## src/rtl/dac_realtime_uart.sv

```systemverilog
// dac_realtime_uart: UART-fed 12-bit sample player driving a PmodDA2 (both channels, same word).
// Latency: playing/fifo_level update 1 cycle after the rx byte; sync_n falls 1 cycle after a playback tick.
// Backpressure: none upstream (UART); samples arriving on a full FIFO are dropped and counted.
// Ports: clk/rst (async, active-high); uart_rx (idle high); da_sync_n/da_sclk/da_d0/da_d1 DAC serial bus;
//        playing, current_dac_data, fifo_level, underrun_count, overflow_count status.

// rx: 8N1 UART byte receiver, one clk domain, DIV clk cycles per bit.
// Latency: valid pulses mid-stop-bit, about 9.5 bit periods after the start edge.
// Backpressure: none; valid is a one-cycle pulse, err flags a missing stop bit.
module rx #(
  parameter int DIV = 542
) (
  input  logic       clk,
  input  logic       rst,
  input  logic       rx_line,
  output logic [7:0] data,
  output logic       valid,
  output logic       err
);
  localparam int CW = $clog2(DIV + 1);
  localparam logic [CW-1:0] BIT_LAST  = CW'(DIV - 1);
  localparam logic [CW-1:0] HALF_LAST = CW'(DIV / 2 - 1);

  typedef enum logic [1:0] {RX_IDLE, RX_START, RX_DATA, RX_STOP} rx_state_t;

  rx_state_t     state;
  logic [CW-1:0] cnt;
  logic [2:0]    bit_idx;
  logic [7:0]    sh;
  logic          rx_s1, rx_s2;

  always_ff @(posedge clk or posedge rst) begin
    if (rst) begin
      state   <= RX_IDLE;
      cnt     <= '0;
      bit_idx <= '0;
      sh      <= '0;
      rx_s1   <= 1'b1;
      rx_s2   <= 1'b1;
      data    <= '0;
      valid   <= 1'b0;
      err     <= 1'b0;
    end else begin
      rx_s1 <= rx_line;
      rx_s2 <= rx_s1;
      valid <= 1'b0;
      err   <= 1'b0;
      case (state)
        RX_IDLE: begin
          cnt <= '0;
          if (!rx_s2) state <= RX_START;
        end
        RX_START: begin
          // Re-check the start bit at its centre to reject glitches.
          if (cnt == HALF_LAST) begin
            cnt     <= '0;
            bit_idx <= '0;
            state   <= rx_s2 ? RX_IDLE : RX_DATA;
          end else begin
            cnt <= cnt + CW'(1);
          end
        end
        RX_DATA: begin
          if (cnt == BIT_LAST) begin
            cnt     <= '0;
            sh      <= {rx_s2, sh[7:1]};
            bit_idx <= bit_idx + 3'd1;
            if (bit_idx == 3'd7) state <= RX_STOP;
          end else begin
            cnt <= cnt + CW'(1);
          end
        end
        RX_STOP: begin
          if (cnt == BIT_LAST) begin
            cnt   <= '0;
            data  <= sh;
            valid <= 1'b1;
            err   <= !rx_s2;
            state <= RX_IDLE;
          end else begin
            cnt <= cnt + CW'(1);
          end
        end
        default: state <= RX_IDLE;
      endcase
    end
  end
endmodule

module dac_realtime_uart #(
  parameter int DIV_RATIO       = 542,
  parameter int SAMPLE_INTERVAL = 12500,
  parameter int SCLK_HALF       = 4,
  parameter int FIFO_AW         = 4,
  parameter int RESYNC_TIMEOUT  = 54200
) (
  input  logic               clk,
  input  logic               rst,
  input  logic               uart_rx,
  output logic               da_sync_n,
  output logic               da_sclk,
  output logic               da_d0,
  output logic               da_d1,
  output logic               playing,
  output logic [11:0]        current_dac_data,
  output logic [FIFO_AW:0]   fifo_level,
  output logic [15:0]        underrun_count,
  output logic [15:0]        overflow_count
);
  localparam int DEPTH = 1 << FIFO_AW;
  localparam int TW    = $clog2(SAMPLE_INTERVAL);
  localparam int RW    = $clog2(RESYNC_TIMEOUT);
  localparam int HW    = $clog2(2 * SCLK_HALF);
  localparam logic [TW-1:0]      TIMER_LAST  = TW'(SAMPLE_INTERVAL - 1);
  localparam logic [RW-1:0]      RESYNC_LAST = RW'(RESYNC_TIMEOUT - 1);
  localparam logic [HW-1:0]      HALF_LAST   = HW'(SCLK_HALF - 1);
  localparam logic [HW-1:0]      GAP_LAST    = HW'(2 * SCLK_HALF - 1);
  localparam logic [FIFO_AW:0]   LEVEL_FULL  = (FIFO_AW + 1)'(DEPTH);

  // ---------------- byte receive ----------------
  logic [7:0] rx_data;
  logic       rx_vld, rx_err;

  rx #(.DIV(DIV_RATIO)) u_rx (
    .clk    (clk),
    .rst    (rst),
    .rx_line(uart_rx),
    .data   (rx_data),
    .valid  (rx_vld),
    .err    (rx_err)
  );

  logic              phase;       // 0: expect high byte / command, 1: expect low byte
  logic [3:0]        hi_nib;
  logic [RW-1:0]     resync_cnt;
  logic [TW-1:0]     timer;
  logic [FIFO_AW-1:0] wr_ptr, rd_ptr;
  logic [11:0]       mem [DEPTH];
  logic [11:0]       fifo_rd;

  logic byte_ok, lo_byte, start_cmd, stop_cmd;
  logic fifo_empty, fifo_full, tick, pop, push, underrun_inc, overflow_inc;

  assign byte_ok   = rx_vld && !rx_err;
  assign lo_byte   = byte_ok && phase;
  assign start_cmd = byte_ok && !phase && (rx_data == 8'h53);
  assign stop_cmd  = byte_ok && !phase && (rx_data == 8'h73);

  assign fifo_empty = (fifo_level == '0);
  assign fifo_full  = (fifo_level == LEVEL_FULL);
  assign fifo_rd    = mem[rd_ptr];

  // Stop beats a coincident tick; a restart in the wrap cycle also suppresses it.
  assign tick         = playing && (timer == TIMER_LAST) && !stop_cmd && !start_cmd;
  assign pop          = tick && !fifo_empty;
  assign underrun_inc = tick && fifo_empty;
  // A simultaneous pop frees a slot, so a full FIFO still accepts the push.
  assign push         = lo_byte && (!fifo_full || pop);
  assign overflow_inc = lo_byte && fifo_full && !pop;

  always_ff @(posedge clk) begin
    if (push) mem[wr_ptr] <= {hi_nib, rx_data};
  end

  always_ff @(posedge clk or posedge rst) begin
    if (rst) begin
      phase            <= 1'b0;
      hi_nib           <= '0;
      resync_cnt       <= '0;
      playing          <= 1'b0;
      timer            <= '0;
      wr_ptr           <= '0;
      rd_ptr           <= '0;
      fifo_level       <= '0;
      current_dac_data <= '0;
      underrun_count   <= '0;
      overflow_count   <= '0;
    end else begin
      // Byte framing; a stalled low byte times out and the partial sample is dropped.
      if (byte_ok) begin
        resync_cnt <= '0;
        if (phase) begin
          phase <= 1'b0;
        end else if (rx_data[7:4] == 4'h0) begin
          phase  <= 1'b1;
          hi_nib <= rx_data[3:0];
        end
      end else if (phase) begin
        if (resync_cnt == RESYNC_LAST) begin
          phase      <= 1'b0;
          resync_cnt <= '0;
        end else begin
          resync_cnt <= resync_cnt + RW'(1);
        end
      end

      // Playback control and sample timer.
      if (stop_cmd) begin
        playing <= 1'b0;
        timer   <= '0;
      end else if (start_cmd) begin
        playing <= 1'b1;
        timer   <= '0;
        if (!playing) begin
          underrun_count <= '0;
          overflow_count <= '0;
        end
      end else if (playing) begin
        timer <= (timer == TIMER_LAST) ? '0 : timer + TW'(1);
      end

      if (underrun_inc && underrun_count != 16'hFFFF) underrun_count <= underrun_count + 16'd1;
      if (overflow_inc && overflow_count != 16'hFFFF) overflow_count <= overflow_count + 16'd1;

      // FIFO bookkeeping; stop flushes by snapping the read pointer to the write pointer.
      if (stop_cmd) begin
        rd_ptr     <= wr_ptr;
        fifo_level <= '0;
      end else begin
        if (push) wr_ptr <= wr_ptr + FIFO_AW'(1);
        if (pop)  rd_ptr <= rd_ptr + FIFO_AW'(1);
        if (push && !pop)      fifo_level <= fifo_level + (FIFO_AW + 1)'(1);
        else if (pop && !push) fifo_level <= fifo_level - (FIFO_AW + 1)'(1);
      end
      if (pop) current_dac_data <= fifo_rd;
    end
  end

  // ---------------- DAC serial frame ----------------
  typedef enum logic [1:0] {SPI_IDLE, SPI_SHIFT, SPI_GAP} spi_state_t;

  spi_state_t    spi_state;
  logic [15:0]   spi_sh;
  logic [15:0]   frame_word;
  logic [HW-1:0] half_cnt;
  logic [3:0]    bit_cnt;
  logic          spi_d;

  assign frame_word = {4'b0000, fifo_rd};
  assign da_d0      = spi_d;
  assign da_d1      = spi_d;

  always_ff @(posedge clk or posedge rst) begin
    if (rst) begin
      spi_state <= SPI_IDLE;
      da_sync_n <= 1'b1;
      da_sclk   <= 1'b1;
      spi_d     <= 1'b0;
      spi_sh    <= '0;
      half_cnt  <= '0;
      bit_cnt   <= '0;
    end else begin
      case (spi_state)
        SPI_IDLE: begin
          if (pop) begin
            // Bit 15 is on the line as sync_n falls; first sclk fall is SCLK_HALF later.
            spi_state <= SPI_SHIFT;
            da_sync_n <= 1'b0;
            da_sclk   <= 1'b1;
            spi_sh    <= frame_word;
            spi_d     <= frame_word[15];
            half_cnt  <= '0;
            bit_cnt   <= '0;
          end
        end
        SPI_SHIFT: begin
          if (half_cnt == HALF_LAST) begin
            half_cnt <= '0;
            if (da_sclk) begin
              da_sclk <= 1'b0;
            end else if (bit_cnt == 4'd15) begin
              spi_state <= SPI_GAP;
              da_sync_n <= 1'b1;
              da_sclk   <= 1'b1;
              spi_d     <= 1'b0;
            end else begin
              // Data advances on the rising edge, away from the DAC's falling-edge sample.
              da_sclk <= 1'b1;
              bit_cnt <= bit_cnt + 4'd1;
              spi_sh  <= {spi_sh[14:0], 1'b0};
              spi_d   <= spi_sh[14];
            end
          end else begin
            half_cnt <= half_cnt + HW'(1);
          end
        end
        SPI_GAP: begin
          if (half_cnt == GAP_LAST) begin
            half_cnt  <= '0;
            spi_state <= SPI_IDLE;
          end else begin
            half_cnt <= half_cnt + HW'(1);
          end
        end
        default: spi_state <= SPI_IDLE;
      endcase
    end
  end
endmodule

```

## config.mk

```make
export PLATFORM = sky130hd
export DESIGN_NAME = dac_realtime_uart
export DESIGN_NICKNAME = d
export VERILOG_FILES = /design/src/rtl/dac_realtime_uart.sv
export SDC_FILE = /design/constraint.sdc
export NUM_CORES = 1
export LEC_CHECK = 0
export BUFFER_PORTS_ARGS = -buffer_cell sky130_fd_sc_hd__buf_2
export CAP_MARGIN = 20
export CORE_MARGIN = 3
export CORE_UTILIZATION = 55
export CTS_CLUSTER_SIZE = 24
export DETAILED_ROUTE_END_ITERATION = 8
export PLACE_DENSITY = 0.69
export SLEW_MARGIN = 20
export SYNTH_ARGS = -nofsm -noshare
export SYNTH_HDL_FRONTEND = slang
export SYNTH_SLANG_ARGS = --single-unit
```

## constraint.sdc

```tcl
create_clock -name clk -period 5.2 [get_ports clk]
set_input_delay 0 -clock clk [delete_from_list [all_inputs] [get_ports clk]]
set_output_delay 0 -clock clk [all_outputs]
set_load 0.005 [all_outputs]
```

==> results.py, run 1 <==
metrics = {
    "status": {
        "outcome": "complete, no violations",
    },
    "route": {
        "total_number_of_vias": 9947,
        "drc": 0,
        "wl_per_instance_um": 20.9,
        "highest-signal-layer": "met4",
        "ant_nets": 0,
        "route.detailed.vias_per_inst": 6.15,
        "met3RoutedLength_um": 2120,
        "dr.pass1.iters": 5,
        "drt-total-wl_um": 33800,
        "wirelength_met1_um": 15200,
        "met2WireLength_um": 15600,
        "drt_iter0_markers": 891,
    },
    "sta": {
        "final_hold_violations": 0,
        "fmaxAchievable_mhz": 269,
        "grt_setup_unrepaired": "no",
        "finalCritPeriodShare": 0.716,
        "timing.slew.headroom": 0.326,
        "timing_worst_slew_pin_value_ns": 1.01,
        "final.min_clock_period_ns": 3.72,
        "report.final.slew_viol_count": 0,
        "finalClockSkew_ns": 0.0212,
        "totalNegativeSetupSlack_ns": 0,
        "finalSetupViolCount": 0,
        "timing.final.ws_setup_ns": 1.48,
    },
    "die": {
        "die_height_um": 174,
        "placementRows": 60,
        "i_o_pin_total": 57,
        "die_area_sq_um": 30200,
        "floorplan.die.width_um": 174,
        "design.core.area_sq_um": 27300,
        "initial_core_util": 0.567,
    },
    "synthesis": {
        "netlist_top_cells_count": "192 x edfxtp_1, 151 x dfrtp_1, 87 x nand2_1",
        "most_common_flop_cell_mapped_by_yosys": "edfxtp_1",
        "register_bit_total_from_synthesis": 347,
        "number_of_cells_produced_by_synthesis": 1155,
        "yosysUniqueCellTypes": 69,
        "avg_cell_area_syn_sq_um": 13.4,
        "post_synth_instance_area_sq_um": 15500,
        "synth_largest_area_cell": "edfxtp_1",
        "synth.most_common_cell": "edfxtp_1",
        "yosys.area.top_type_share": 0.372,
        "synth.top_cells.by_area": "edfxtp_1 37%, dfrtp_1 24%, mux4_2 7.1%, ha_1 2.6%, o21ai_0 2.6%",
        "synth_async_sr_flop_share": 0.447,
        "synth_fp_nets": 1191,
        "synth.yosys.warnings": 0,
        "part_of_the_yosys_area_used_for_sequential_elements": 0.623,
        "synth-edff-count": 192,
    },
    "placed_design": {
        "routabilityCongestion": 0.878,
        "postPlaceCellArea_sq_um": 16200,
        "dp.final_hpwl_um": 21300,
        "pre_cts_slack_ns": 1.54,
        "portBuffers": 56,
    },
    "global_route": {
        "first_global_vias": 9877,
        "antenna_found_initial": 0,
        "largest_net_degree_at_the_start_of_global_routing": 64,
        "grt_first_pass_wirelength_um": 54800,
        "grt_usage": 0.226,
        "global_route.overflow_total": 0,
    },
    "critical_path": {
        "cp-end-kind": "flop",
        "worst-setup-path-type": "flop to flop",
        "cp.arrival_ns": 4.17,
        "critPathLaunchType": "flop",
        "worstRegToRegCells": 10,
        "worst_ep_required_time_ns": 5.64,
        "worstPathMaxFanout": 18,
    },
    "hold_path": {
        "hp-class": "primary input to async pin",
    },
    "final_layout": {
        "fin_area_sq_um": 17400,
        "drive_gt1_frac": 0.176,
        "final_net_count": 1251,
        "final.fill_count": 2102,
        "area.growth.synth_to_final_pct": 12.1,
        "post-route-util": 0.636,
        "insertedDiodeCount": 0,
    },
    "clocking": {
        "cts_sinks": 347,
        "htreeDepth": 2,
        "worst_skew_pair.late_latency_ns": 0.52,
        "clock_transition_time_at_the_flip_flop_clock_pins_of_the_worst_setup_and_hold_paths_ns": 0.06,
        "cts_tree": "built",
        "cts_root_buf": "clkbuf_16",
        "cts_buffers": 38,
        "clock_tree.buffer_depth": 3,
        "postCtsResizedCells": 0,
    },
    "power_and_ir_drop": {
        "p_leak_nw": 6.21,
        "power_density_nw_per_um2": 311,
        "ir_worst_vdd_mv": 0.278,
    },
    "job": {
        "drv.max_cap_violation_count": 0,
    },
}
[per-stage QoR]
| step | power, W | hold WS (ns) | cells |
|---|---|---|---|
| after floorplan | 0.00296 | 0.00448 | 1155 |
| after global placement | 0.00297 | 0.0946 | 1544 |
| after detailed placement | 0.00297 | 0.0987 | 1544 |
| after CTS | 0.00547 | 0.103 | 1616 |
| after global routing | 0.00559 | 0.128 | 1617 |
| final | 0.00541 | 0.106 | 1617 |
[cell type report]
| type | instances | area (sq um) | area share |
|---|---|---|---|
| clock buffers | 44 | 973 | 0.0560 |
| clock inverters | 26 | 185 | 0.0107 |
| inverters | 35 | 136 | 0.00785 |
| multi-input cells | 720 | 5540 | 0.319 |
| flip-flops and latches | 347 | 9650 | 0.556 |
| well taps | 372 | 465 | 0.0268 |
| repair buffers | 73 | 425 | 0.0245 |
[worst paths after layout]
kind / slack, ns / start / endpoint
worst max register to register: 1.48 / u_rx.data[7]$_DFFE_PP0P_ / fifo_level[4]$_DFFE_PP0P_
worst min register to register: 0.36 / u_rx.rx_s1$_DFF_PP1_ / u_rx.rx_s2$_DFF_PP1_
min in group clk: 0.14 / uart_rx / u_rx.rx_s1$_DFF_PP1_
worst min-delay path: 0.11 / rst / u_rx.cnt[5]$_DFF_PP0_
max in group asynchronous: 3.82 / rst / rd_ptr[0]$_DFFE_PP0P_
worst max-delay path: 1.48 / u_rx.data[7]$_DFFE_PP0P_ / fifo_level[4]$_DFFE_PP0P_
[cell families (layout without fill, tap and decap cells)]
group	after synthesis	after routing	share of synthesized area
AOI/OAI and AO/OA	212	212	0.0897
xor gates and xnor gates	18	18	0.0102
adders and majority gates	33	33	0.0271
buffers and inverters	88	178	0.0229
DFF	347	347	0.623
muxes	89	89	0.0990
and+or+nand+nor	368	368	0.129
[sequential cells by signal, indices dropped and copies added, names as in the netlist, 4 cells and up, named ones only]
| signal | flops |
|---|---|
| mem | 192 |
| overflow_count | 16 |
| resync_cnt | 16 |
| underrun_count | 16 |
| spi_sh | 15 |
| timer | 14 |
| current_dac_data | 12 |
| u_rx.cnt | 10 |
| u_rx.data | 8 |
| u_rx.sh | 8 |
| fifo_level | 5 |
| bit_cnt | 4 |
| hi_nib | 4 |
| rd_ptr | 4 |
| wr_ptr | 4 |
[routing by layer]
layer	vias up	GRT usage
met3	52	0.0401
met5	-	0
met4	0	0.0707
met1	4970	0.329
li1	4586	-
met2	339	0.350
[cell usage in the layout, fill, tap and decap left out, drive strengths merged, types with 6 or more instances in the layout]
| cell type | count |
|---|---|
| nand4 | 27 |
| or4 | 9 |
| nor3 | 31 |
| a22o | 21 |
| ha | 32 |
| xor2 | 7 |
| clkbuf | 44 |
| mux2i | 16 |
| o31ai | 10 |
| nor2 | 48 |
| a221oi | 10 |
| nand2 | 87 |
| nand2b | 9 |
| mux4 | 49 |
| edfxtp | 192 |
| xnor2 | 11 |
| o21ai | 79 |
| or3 | 22 |
| nor4 | 12 |
| and4 | 6 |
| buf | 71 |
| dfrtp | 151 |
| and3 | 13 |
| o211ai | 18 |
| clkinv | 21 |
| inv | 37 |
| a21oi | 29 |
| nand3 | 60 |
| a21o | 9 |
| mux2 | 24 |
| and4b | 8 |
| a31oi | 8 |
[critical path: stages (launching register included)]
cell,delay [ns]
dfrtp_1,0.59
or4b_4,0.62
o31a_1,0.45
nand2_1,0.19
o211ai_1,0.25
fa_1,0.53
and3_1,0.23
or3b_2,0.46
a21oi_1,0.15
o21ai_0,0.10
nand3_1,0.09
[power breakdown]
part | leakage, nW | switching (W) | total [W] | internal (W)
logic | 2.19 | 0.0000240 | 0.0000267 | 0.00000270
registers | 3.46 | 0.000000596 | 0.00288 | 0.00288
clock network | 0.567 | 0.00106 | 0.00250 | 0.00145
total | 6.21 | 0.00108 | 0.00541 | 0.00433
[repair_timing]
item,4_1_cts,5_1_grt
hold buffers,2,0
setup buffers,0,0
hold endpoints to repair,57,0
Power figures use the tool's default switching activity.
==> inputs of run 2 (changes only) <==
Clock period 5.2 ns to 3.58 ns, I/O delays scaled along.
==> results.py, run 2 (synthesized netlist as in run 1, its figures left out) <==
metrics = {
    "status": {
        "outcome": "complete, no violations",
    },
    "final_layout": {
        "largest_register": "mem",
        "final_net_count": 1281,
        "final-instance-count-excl-fill": 1646,
        "seq_area_sq_um": 9650,
        "multiInputGateArea_sq_um": 5540,
        "final_common_cell": "edfxtp_1",
        "final.fill_count": 2109,
        "area.growth.synth_to_final_pct": 13.8,
        "largest_register_ff_count": 192,
        "drive_gt1_frac": 0.195,
        "mostFrequentLayoutCells": "192 x edfxtp_1, 149 x dfrtp_1, 87 x nand2_1, 79 x o21ai_0, 60 x nand3_1",
        "post-route-util": 0.645,
        "insertedDiodeCount": 0,
    },
    "die": {
        "die_height_um": 174,
        "placementRows": 60,
        "die_area_sq_um": 30200,
        "design.core.area_sq_um": 27300,
        "initial_core_util": 0.567,
        "floorplan.die.width_um": 174,
        "i_o_pin_total": 57,
    },
    "hold_path": {
        "hp-class": "primary input to flop",
    },
    "clocking": {
        "cts_sinks": 347,
        "clock_transition_time_at_the_flip_flop_clock_pins_of_the_worst_setup_and_hold_paths_ns": 0.06,
        "htreeDepth": 2,
        "worst_skew_pair.late_latency_ns": 0.52,
        "cts_tree": "built",
        "cts_buffers": 37,
        "postCtsSetupRepairBufs": 0,
        "cts_root_buf": "clkbuf_16",
        "clock_tree.buffer_depth": 3,
    },
    "global_route": {
        "antenna_found_initial": 0,
        "grt_first_pass_wirelength_um": 54000,
        "first_global_vias": 9922,
        "global_route.overflow_total": 0,
        "largest_net_degree_at_the_start_of_global_routing": 156,
        "grt_usage": 0.223,
    },
    "sta": {
        "timing.slew.headroom": 0.341,
        "report.final.slew_viol_count": 0,
        "totalNegativeSetupSlack_ns": 0,
        "finalCritPeriodShare": 0.952,
        "fmaxAchievable_mhz": 293,
        "finalSetupViolCount": 0,
        "timing_worst_slew_pin_value_ns": 0.987,
        "final.min_clock_period_ns": 3.41,
        "finalClockSkew_ns": 0.0179,
        "final_hold_violations": 0,
    },
    "power_and_ir_drop": {
        "ir_worst_vdd_mv": 0.344,
        "relative_contribution_of_the_clock_network_to_total_power": 0.466,
        "power_density_nw_per_um2": 449,
        "intPower_w": 0.00638,
        "sw_ratio": 0.194,
        "seqPwrFrac": 0.529,
        "power_frac_comb": 0.005,
        "p_leak_nw": 6.38,
        "total_power_of_the_final_layout_w": 0.00791,
        "net_switching_power_of_the_design_w": 0.00153,
    },
    "placed_design": {
        "portBuffers": 56,
        "routabilityCongestion": 0.850,
        "dp.final_hpwl_um": 20900,
        "dp.cells": 1576,
    },
    "critical_path": {
        "worst-setup-path-type": "flop to flop",
        "cp-end-kind": "flop",
        "worstPathMaxFanout": 5,
        "cpPeakStageDelay_ns": 0.63,
        "critPathLaunchType": "flop",
        "path_cells": "or4b_1 > nor4_4 > nand2_1 > o211ai_1 > ha_1 > and3_1 > or3b_2 > a21oi_1 > o21ai_0 > nand3_1",
        "cp.arrival_ns": 3.85,
        "cpMaxStageDelayCell": "or4b_1",
        "worst_ep_required_time_ns": 4.02,
    },
    "route": {
        "highest-signal-layer": "met4",
        "drt-total-wl_um": 33300,
        "met3RoutedLength_um": 1930,
        "wl_per_instance_um": 20.2,
        "total_number_of_vias": 10100,
        "route.detailed.vias_per_inst": 6.13,
        "ant_nets": 0,
        "drc": 0,
        "met2WireLength_um": 16100,
        "dr.pass1.iters": 5,
        "drt_iter0_markers": 893,
        "wirelength_met1_um": 14600,
    },
    "job": {
        "drv.max_cap_violation_count": 0,
    },
}
## run 2: cell count changes in the layout (fill, tap and decap cells not counted), moves of 2 or more
cell	delta
buf_4	+30
clkbuf_1	+6
clkbuf_8	+2
clkinv_1	-7
clkinv_2	-2
inv_6	-2
## run 2: worst paths after layout
| kind | startpoint | end | slack (ns) | cells after the start |
|---|---|---|---|---|
| setup / recovery | timer[10]$_DFFE_PP0P_ | fifo_level[4]$_DFFE_PP0P_ | 0.17 | 10 |
| hold / removal | uart_rx | u_rx.rx_s1$_DFF_PP1_ | 0.13 | 2 |
| setup reg to reg | timer[10]$_DFFE_PP0P_ | fifo_level[4]$_DFFE_PP0P_ | 0.17 | 10 |
| hold reg to reg | u_rx.rx_s1$_DFF_PP1_ | u_rx.rx_s2$_DFF_PP1_ | 0.36 | 0 |
| max in group asynchronous | rst | rd_ptr[0]$_DFFE_PP0P_ | 2.56 | 4 |
| min in group asynchronous | rst | overflow_count[1]$_DFFE_PP0P_ | 0.20 | 4 |
## run 2: worst max-delay path, delay by kind of cell, from the launching register on
kind | cells | cell delay, ns
simple gates | 6 | 1.85
compound gates | 3 | 0.71
flops | 1 | 0.43
fa+ha+maj | 1 | 0.35
## run 2: area by class of cell
| cell class | count | area share |
|---|---|---|
| flip-flops and latches | 347 | 0.548 |
| multi-input cells | 720 | 0.314 |
| clock buffers | 53 | 0.0595 |
| repair buffers | 104 | 0.0380 |
| well taps | 372 | 0.0264 |
| inverters | 35 | 0.00766 |
| clock inverters | 15 | 0.00702 |
## run 2: per-stage QoR
step | area, sq um | hold WS (ns) | worst slack (ns)
after floorplan | 15500 | 0.00448 | 0.0715
after global placement | 16400 | 0.107 | 0.231
after detailed placement | 16400 | 0.106 | 0.136
after CTS | 17600 | 0.0991 | 0.0945
after global routing | 17600 | 0.114 | -0.000449
final | 17600 | 0.127 | 0.171
## run 2: routing by layer
layer / up-vias / track usage
li1: 4646 / -
met3: 54 / 0.0329
met4: 0 / 0.0586
met5: - / 0
met1: 5060 / 0.320
met2: 328 / 0.362
## run 2: power groups by stage
| stage | logic, W | registers [W] | clock network (W) |
|---|---|---|---|
| 2_1_floorplan | 0.0000257 | 0.00427 | 0 |
| 5_1_grt | 0.0000462 | 0.00419 | 0.00393 |
| 4_1_cts | 0.0000417 | 0.00419 | 0.00377 |
| 3_5_place_dp | 0.0000404 | 0.00427 | 0 |
| 3_3_place_gp | 0.0000401 | 0.00427 | 0 |
| 6_report | 0.0000389 | 0.00419 | 0.00368 |
## run 2: timing repair
item / 4_1_cts / 5_1_grt
hold buffers: 2 / 0
endpoints found under the hold margin: 152 / 0
setup endpoints to repair: 0 / 1
gates resized for setup: 0 / 1
==> inputs of run 3 (changes only) <==
Settings changed: CORE_UTILIZATION 55 to 38, PLACE_DENSITY 0.69 to 0.5.
==> results.py, run 3 (synthesized netlist as in run 1, its figures left out) <==
metrics = {
    "route": {
        "route.detailed.vias_per_inst": 5.50,
        "wl_per_instance_um": 20.0,
        "total_number_of_vias": 9974,
        "drt_iter0_markers": 614,
        "ant_nets": 0,
        "drc": 0,
        "drt-total-wl_um": 36300,
        "dr.pass1.iters": 4,
    },
    "critical_path": {
        "cp-end-kind": "flop",
        "count_of_buffer_and_inverter_cells_on_the_critical_path": 1,
        "cp.arrival_ns": 3.86,
        "cp_num_cells": 11,
        "path_cells": "or4b_4 > o31a_1 > nand2_1 > o211ai_1 > buf_4 > fa_1 > and3_1 > or4_1 > nor3_1 > o21bai_1 > nand3_1",
        "cpPeakStageDelay_ns": 0.59,
        "worstPathMaxFanout": 5,
        "crit_path_start": "u_rx.err$_DFF_PP0_",
        "cpMaxStageDelayCell": "or4b_4",
        "worst_r2r_endpoint": "fifo_level[4]$_DFFE_PP0P_",
        "startpoint_of_the_lowest_slack_register_to_register_path": "u_rx.err$_DFF_PP0_",
        "critPathLaunchType": "flop",
        "worstRegToRegCells": 11,
        "timing.critical_path.to": "fifo_level[4]$_DFFE_PP0P_",
        "worst_ep_required_time_ns": 4.08,
        "reg2reg_setup_slack_ns": 0.22,
        "cp_top_family": "simple AND/OR/NAND/NOR gates",
        "worst-setup-path-type": "flop to flop",
    },
    "placed_design": {
        "portBuffers": 56,
        "postPlaceCellArea_sq_um": 16700,
        "routabilityCongestion": 0.820,
        "dp.final_hpwl_um": 23500,
        "pre_cts_slack_ns": 0.179,
    },
    "sta": {
        "report.final.slew_viol_count": 0,
        "hold_slack_ns": 0.0623,
        "finalClockSkew_ns": 0.0283,
        "finalSetupViolCount": 0,
        "final_hold_violations": 0,
        "timing.final.ws_setup_ns": 0.219,
        "fmaxAchievable_mhz": 298,
        "timing.slew.headroom": 0.385,
        "finalCritPeriodShare": 0.939,
        "final.min_clock_period_ns": 3.36,
        "grt_setup_unrepaired": "no",
        "totalNegativeSetupSlack_ns": 0,
        "timing_worst_slew_pin_value_ns": 0.915,
    },
    "final_layout": {
        "area.growth.synth_to_final_pct": 17.3,
        "drive_gt1_frac": 0.211,
        "insertedDiodeCount": 0,
        "final_net_count": 1292,
        "largest_register_ff_count": 192,
        "fin_area_sq_um": 18200,
        "post-route-util": 0.454,
        "mostFrequentLayoutCells": "192 x edfxtp_1, 149 x dfrtp_1, 87 x nand2_1, 79 x o21ai_0, 60 x nand3_1",
        "final_common_cell": "edfxtp_1",
        "largest_register": "mem",
    },
    "global_route": {
        "first_global_vias": 9906,
        "antenna_found_initial": 0,
        "largest_net_degree_at_the_start_of_global_routing": 64,
        "grt_usage": 0.169,
        "grt_first_pass_wirelength_um": 58200,
        "global_route.overflow_total": 0,
    },
    "die": {
        "design.core.area_sq_um": 40000,
        "die_height_um": 208,
        "floorplan.die.width_um": 208,
        "die_area_sq_um": 43200,
        "placementRows": 73,
        "i_o_pin_total": 57,
        "initial_core_util": 0.387,
    },
    "power_and_ir_drop": {
        "ir_worst_vdd_mv": 0.422,
        "p_leak_nw": 6.53,
        "power_density_nw_per_um2": 468,
    },
    "clocking": {
        "postCtsResizedCells": 0,
        "clock_tree.buffer_depth": 3,
        "cts_tree": "built",
        "htreeDepth": 2,
        "clock_transition_time_at_the_flip_flop_clock_pins_of_the_worst_setup_and_hold_paths_ns": 0.07,
        "worst_skew_pair.late_latency_ns": 0.57,
        "cts_sinks": 347,
        "cts_buffers": 40,
        "cts_root_buf": "clkbuf_16",
    },
    "job": {
        "drv.max_cap_violation_count": 0,
    },
    "hold_path": {
        "hp-class": "primary input to async pin",
    },
    "status": {
        "outcome": "complete, no violations",
    },
}
[run 3: cell count changes in the layout (fill, tap and decap cells not counted), moves of 3 or more]
cell	change
buf_4	+5
bufinv_16	+3
clkbuf_1	-6
clkinvlp_4	+5
nor4bb_2	-4
nor4bb_4	+4
[run 3: report_power, final]
part           switching, W  total (W)  internal (W)
registers       0.000000952    0.00419       0.00419
logic             0.0000376  0.0000475    0.00000993
clock network       0.00170    0.00427       0.00257
total               0.00173    0.00851       0.00677
[run 3: worst min path at each step]
stage	slack, ns	startpoint	to
after floorplan	0.004	uart_rx	u_rx.rx_s1$_DFF_PP1_
after global placement	0.11	uart_rx	u_rx.rx_s1$_DFF_PP1_
after detailed placement	0.11	uart_rx	u_rx.rx_s1$_DFF_PP1_
after CTS	0.06	uart_rx	u_rx.rx_s1$_DFF_PP1_
after global routing	0.08	rst	u_rx.state[0]$_DFFE_PP0P_
final	0.06	rst	u_rx.state[0]$_DFFE_PP0P_
[run 3: final cells by class]
cell class | count | area [sq um]
Fill cell | 3659 | 21800
Sequential cell | 347 | 9650
Multi-Input combinational cell | 720 | 5570
Clock buffer | 51 | 1100
Timing Repair Buffer | 112 | 776
Tap cell | 525 | 657
Clock inverter | 23 | 288
Inverter | 35 | 135
[run 3: per-stage QoR]
| stage | total power [W] | instances |
|---|---|---|
| final | 0.00851 | 1813 |
| after global routing | 0.00880 | 1813 |
| after CTS | 0.00864 | 1811 |
| after detailed placement | 0.00431 | 1735 |
| after global placement | 0.00431 | 1735 |
| after floorplan | 0.00429 | 1155 |
[run 3: timing repair]
item,4_1_cts,5_1_grt
endpoints found under the hold margin,39,0
hold buffers,2,0
setup buffers,0,1
setup endpoints to repair,0,1
[run 3: routing by layer]
metal,GRT usage,vias to the layer above,part of all wire
li1,-,4688,-
met3,0.0306,48,0.046
met4,0.0414,0,0.019
met2,0.267,185,0.47
met5,0,-,0
met1,0.244,5053,0.46
[run 3: worst min-delay path, delay by kind of cell]
family                 cells  cell delay, ns
buffers and inverters      3            1.08
